## src/rtl/store_buffer.sv

```systemverilog
// store_buffer: FIFO of pending stores that drains to a single-request memory bus.
// Stores are formatted (lane-replicated data, byte enables) on push and presented
// head-first while mem_req is high; loads stall until the buffer has drained.
// Optional feature: define STORE_MISALIGN_TRAP_EN to reject misaligned SH/SW
// stores with a one-cycle misalign pulse instead of buffering them.
module store_buffer #(
   parameter int unsigned BUF_DEPTH = 2
) (
   input  logic        clk,
   input  logic        nrst,
   input  logic [5:0]  cuOP,
   input  logic        op_valid,
   input  logic [31:0] addr,
   input  logic [31:0] storeData,
   output logic        stall,
   output logic        mem_req,
   output logic [31:0] mem_addr,
   output logic [31:0] mem_wdata,
   output logic [3:0]  mem_be,
   input  logic        mem_ack,
   output logic        buf_empty,
   output logic        misalign
);

   localparam int unsigned PtrW = (BUF_DEPTH > 1) ? $clog2(BUF_DEPTH) : 1;
   localparam int unsigned CntW = PtrW + 1;

   localparam logic [5:0] CuLb  = 6'd10;
   localparam logic [5:0] CuLhu = 6'd14;
   localparam logic [5:0] CuSb  = 6'd15;
   localparam logic [5:0] CuSh  = 6'd16;
   localparam logic [5:0] CuSw  = 6'd17;

   localparam logic [0:0] StIdle = 1'b0;
   localparam logic [0:0] StReq  = 1'b1;

   logic [0:0]      state_q, state_d;
   logic [CntW-1:0] count_q, count_d;
   logic [PtrW-1:0] wr_ptr_q, wr_ptr_d;
   logic [PtrW-1:0] rd_ptr_q, rd_ptr_d;
   // Entry layout: {word address, write data, byte enables}
   logic [67:0]     buf_q [BUF_DEPTH];

   logic        is_store, is_load, reject, full, push, pop;
   logic [31:0] fmt_wdata;
   logic [3:0]  fmt_be;
   logic [67:0] head;

   assign is_store = op_valid && (cuOP == CuSb || cuOP == CuSh || cuOP == CuSw);
   assign is_load  = op_valid && (cuOP >= CuLb) && (cuOP <= CuLhu);
   assign full     = (count_q == CntW'(BUF_DEPTH));
   assign buf_empty = (count_q == '0);

`ifdef STORE_MISALIGN_TRAP_EN
   logic misalign_q;

   assign reject = is_store &&
                   (((cuOP == CuSh) && addr[0]) || ((cuOP == CuSw) && (addr[1:0] != 2'b00)));

   // Misalign pulse appears the cycle after the rejected store was presented
   always_ff @(posedge clk or negedge nrst) begin
      if (!nrst) misalign_q <= 1'b0;
      else       misalign_q <= reject;
   end

   assign misalign = misalign_q;
`else
   assign reject   = 1'b0;
   assign misalign = 1'b0;
`endif

   // A full buffer blocks the store even when the head is popping this cycle
   assign push  = is_store && !reject && !full;
   assign pop   = (state_q == StReq) && mem_ack;
   assign stall = (is_store && !reject && full) || (is_load && !buf_empty);

   // Lane replication and byte enables for the incoming store
   always_comb begin
      fmt_wdata = storeData;
      fmt_be    = 4'b1111;
      case (cuOP)
         CuSb: begin
            fmt_wdata = {4{storeData[7:0]}};
            fmt_be    = 4'b0001 << addr[1:0];
         end
         CuSh: begin
            fmt_wdata = {2{storeData[15:0]}};
            fmt_be    = addr[1] ? 4'b1100 : 4'b0011;
         end
         default: ;
      endcase
   end

   // Pointer, count and request-state next values
   always_comb begin
      wr_ptr_d = wr_ptr_q;
      rd_ptr_d = rd_ptr_q;
      count_d  = count_q + CntW'(push) - CntW'(pop);
      state_d  = state_q;
      if (push) wr_ptr_d = wr_ptr_q + PtrW'(1);
      if (pop)  rd_ptr_d = rd_ptr_q + PtrW'(1);
      case (state_q)
         // Uses the settled count so a fresh push reaches the bus one edge later
         StIdle: if (count_q != '0) state_d = StReq;
         StReq:  if (mem_ack) state_d = (count_d != '0) ? StReq : StIdle;
         default: state_d = StIdle;
      endcase
   end

   // Control state with asynchronous reset
   always_ff @(posedge clk or negedge nrst) begin
      if (!nrst) begin
         state_q  <= StIdle;
         count_q  <= '0;
         wr_ptr_q <= '0;
         rd_ptr_q <= '0;
      end else begin
         state_q  <= state_d;
         count_q  <= count_d;
         wr_ptr_q <= wr_ptr_d;
         rd_ptr_q <= rd_ptr_d;
      end
   end

   // Entry storage; contents are only observed while valid, so no reset needed
   always_ff @(posedge clk) begin
      if (push) buf_q[wr_ptr_q] <= {addr[31:2], 2'b00, fmt_wdata, fmt_be};
   end

   assign head      = buf_q[rd_ptr_q];
   assign mem_req   = (state_q == StReq);
   assign mem_addr  = mem_req ? head[67:36] : 32'h0;
   assign mem_wdata = mem_req ? head[35:4]  : 32'h0;
   assign mem_be    = mem_req ? head[3:0]   : 4'h0;

endmodule
```

## config.mk

```make
export PLATFORM = sky130hd
export DESIGN_NAME = store_buffer
export DESIGN_NICKNAME = d
export VERILOG_FILES = /design/src/rtl/store_buffer.sv
export SDC_FILE = /design/constraint.sdc
export NUM_CORES = 1
export LEC_CHECK = 0
export CORE_UTILIZATION = 53
export CTS_CLUSTER_DIAMETER = 80
export CTS_CLUSTER_SIZE = 25
export DETAILED_ROUTE_END_ITERATION = 10
export MAX_ROUTING_LAYER = met4
export PLACE_DENSITY = 0.95
export SYNTH_ARGS = -nofsm -noshare
export SYNTH_HDL_FRONTEND = slang
export SYNTH_SLANG_ARGS = --single-unit
```

## constraint.sdc

```tcl
create_clock -name clk -period 19.2 [get_ports clk]
set_input_delay 3.84 -clock clk [delete_from_list [all_inputs] [get_ports clk]]
set_output_delay 3.84 -clock clk [all_outputs]
set_load 0.05 [all_outputs]
```

==> results.toml <==
[run_status]
run_status = "complete, no violations"

[timing]
worst_pin_slew_ns = 1.15
clock_skew_ns = 0.00449
rsz0062_at_grt = "false"
fin_crit_sh_pct = 51.9
tns_ns = 0
finalHoldViolations = 0
setup_viol = 0
setup_slack_ns = 9.24
period_needed_ns = 9.96
drv_slew = 0
fmax_ghz = 0.100
relSlewSlack_pct = 23.0

[detailed_routing]
routed.top_layer = "met4"
drcViolationCount = 0
ant_nets = 0
drtIter0Drc = 237
wl_met3_um = 1010
drt-wirelength-per-cell_um = 18.9
met2_length_um = 6500
routed_wl_um = 12600
vias_per_cell = 5.47
first_pass_iters = 4
vias = 3632
drt-met1-wl_um = 4840

[worst_setup_path]
start_kind = "primary input"
cp_slowest_cell = "clkdlybuf4s50_1"
max_stage_delay_ns = 0.80
crit_arrival_ns = 6.12
crit_path_end_kind = "output port"
crit_type = "primary input to output port"
required_ns = 15.36
crit_top_cell = "clkdlybuf4s50_1"
crit_path_cell_trace = "clkdlybuf4s50_1 > or4b_4 > o22ai_1 > a32o_1 > clkdlybuf4s50_1"
critical_path.max_fanout = 5

[layout]
mostFrequentLayoutCells = "clkdlybuf4s50_1, edfxtp_1, nor2b_1"
layout_commonest_cell = "clkdlybuf4s50_1"
finalNetCount = 587
antenna_cells = 0
areaGrowthSynthToFinish_pct = 37.6
drive_gt1_share_pct = 9.35

[cts]
cts_num_sinks = 137
cts_buffers = 17
clock_path_buffers = 2
cts.hold.buffers_added = 0
clk_pin_slew_worst_paths_ns = 0.06
clockRootBuffer = "clkbuf_8"
clock_latency_ns = 0.52
cts.htree.levels = 4
cts-resized-gates = 0
post_cts_buffers = 0
cts_tree = "built"

[logic_synthesis]
avgSynthCellArea_um2 = 16.0
ys_async_sr_fraction_pct = 3.65
synth_enable_flop_cells = 132
synth_cell_types = 41
yosysTopAreaCellShare_pct = 67.5
ys_seq_elements = 137
synthTopCellsByArea = "edfxtp_1, mux2i_1, nor2b_1"
ys_warn_count = 0
seq_area_frac_synth_pct = 69.7
syn_inst = 366
synth_area_um2 = 5870
synth_top_area_cell = "edfxtp_1"
ys.flop_type = "edfxtp_1"

[floorplan]
die_h_um = 107
core_um2 = 10800
start_util_pct = 54.4
dieArea_um2 = 11500
die_x_um = 107
rows = 38
ioPinCount = 146

[pwr]
ir_drop_v = 0.0000881
p_leak_nw = 2.95
power_density_nw_per_um2 = 146

[job]
max-cap-violations = 0

[grt]
grt_pass1_vias = 3703
antenna_found_initial = 0
grtUsageTotal_pct = 23.8
overflow = 0
grt_max_degree = 70
grt_pass1_wl_um = 19200

[place]
portBuffers = 142
dp_hpwl_um = 8150
post-place-ws_ns = 9.27
gp_congestion = 0.853

[hold_path]
hp-class = "flop to flop"
-- power breakdown --
group	internal [W]	switching, W
clock network	0.000249	0.000118
registers	0.000337	0.0000499
logic	0.000169	0.000252
-- cell usage after synthesis, types with 2 or more instances --
cell      count
buf_4         3
nand2_1       2
a221o_1       8
o22ai_1       2
a21o_1        8
inv_1         3
nor3_1        2
dfrtp_1       5
ha_1          2
nor2_1        4
and3_1        8
buf_2         7
mux2_2        6
clkbuf_1     10
o21ai_0       5
mux2_4        2
edfxtp_1    132
mux2i_1      66
xnor2_1       3
nor2b_1      67
-- through the flow --
stage	total power, W	instances	hold slack, ns	cell area (um2)	utilization (%)
CTS	0.00118	664	0.553	8070	74.8
global route	0.00121	664	0.592	8070	74.8
detailed placement	0.000813	632	0.542	7400	68.6
finish	0.00118	664	0.558	8070	74.8
floorplan	0.000671	368	0.494	5880	-
global placement	0.000808	632	0.515	7400	68.6
-- state kept, by name, indices dropped and copies added, names as in the netlist --
| signal | flops |
|---|---|
| mem_req | 1 |
| rd_ptr_q | 1 |
| count_q | 2 |
| buf_q | 132 |
| wr_ptr_q | 1 |
-- cell families (layout without fill, tap and decap cells) --
family | count (synthesis) | after routing | synth area share (%)
buffers and inverters | 24 | 180 | 2.00
and+or+nand+nor | 94 | 94 | 10.3
xor gates and xnor gates | 3 | 3 | 0.448
other | 1 | 3 | 0.0639
AOI/OAI and AO/OA | 31 | 31 | 4.20
muxes | 74 | 74 | 12.9
adders and majority gates | 2 | 2 | 0.426
DFF | 137 | 137 | 69.7
-- worst max-delay path, delay by kind of cell --
family / cells / cell delay (ns)
buffers and inverters: 2 / 1.30
and+or+nand+nor: 1 / 0.62
AOI/OAI and AO/OA: 2 / 0.35
-- final timing paths --
check,to,slack [ns],from,depth (start not counted)
setup / recovery,stall,9.24,cuOP[1],5
hold / removal,count_q[1],0.56,count_q[1],1
setup reg to reg,buf_q[1][25],16.64,count_q[1],3
hold reg to reg,count_q[1],0.56,count_q[1],1
max in group asynchronous,rd_ptr_q,15.44,nrst,1
min in group asynchronous,rd_ptr_q,3.54,nrst,1
-- layer usage --
metal / vias to the layer above / global-route usage [%]
met5: - / -
met4: 0 / 8.90
met3: 21 / 6.75
met2: 185 / 40.4
met1: 1754 / 26.9
li1: 1672 / -
-- area by class of cell --
| type | count | area, um2 |
|---|---|---|
| Multi-Input combinational cell | 207 | 1680 |
| Clock buffer | 18 | 418 |
| Timing Repair Buffer | 145 | 1440 |
| Clock inverter | 14 | 251 |
| Tap cell | 140 | 175 |
| Fill cell | 664 | 2720 |
| Sequential cell | 137 | 4090 |
| Inverter | 3 | 11.3 |
Note: power is estimated with default switching activity, not from simulation.
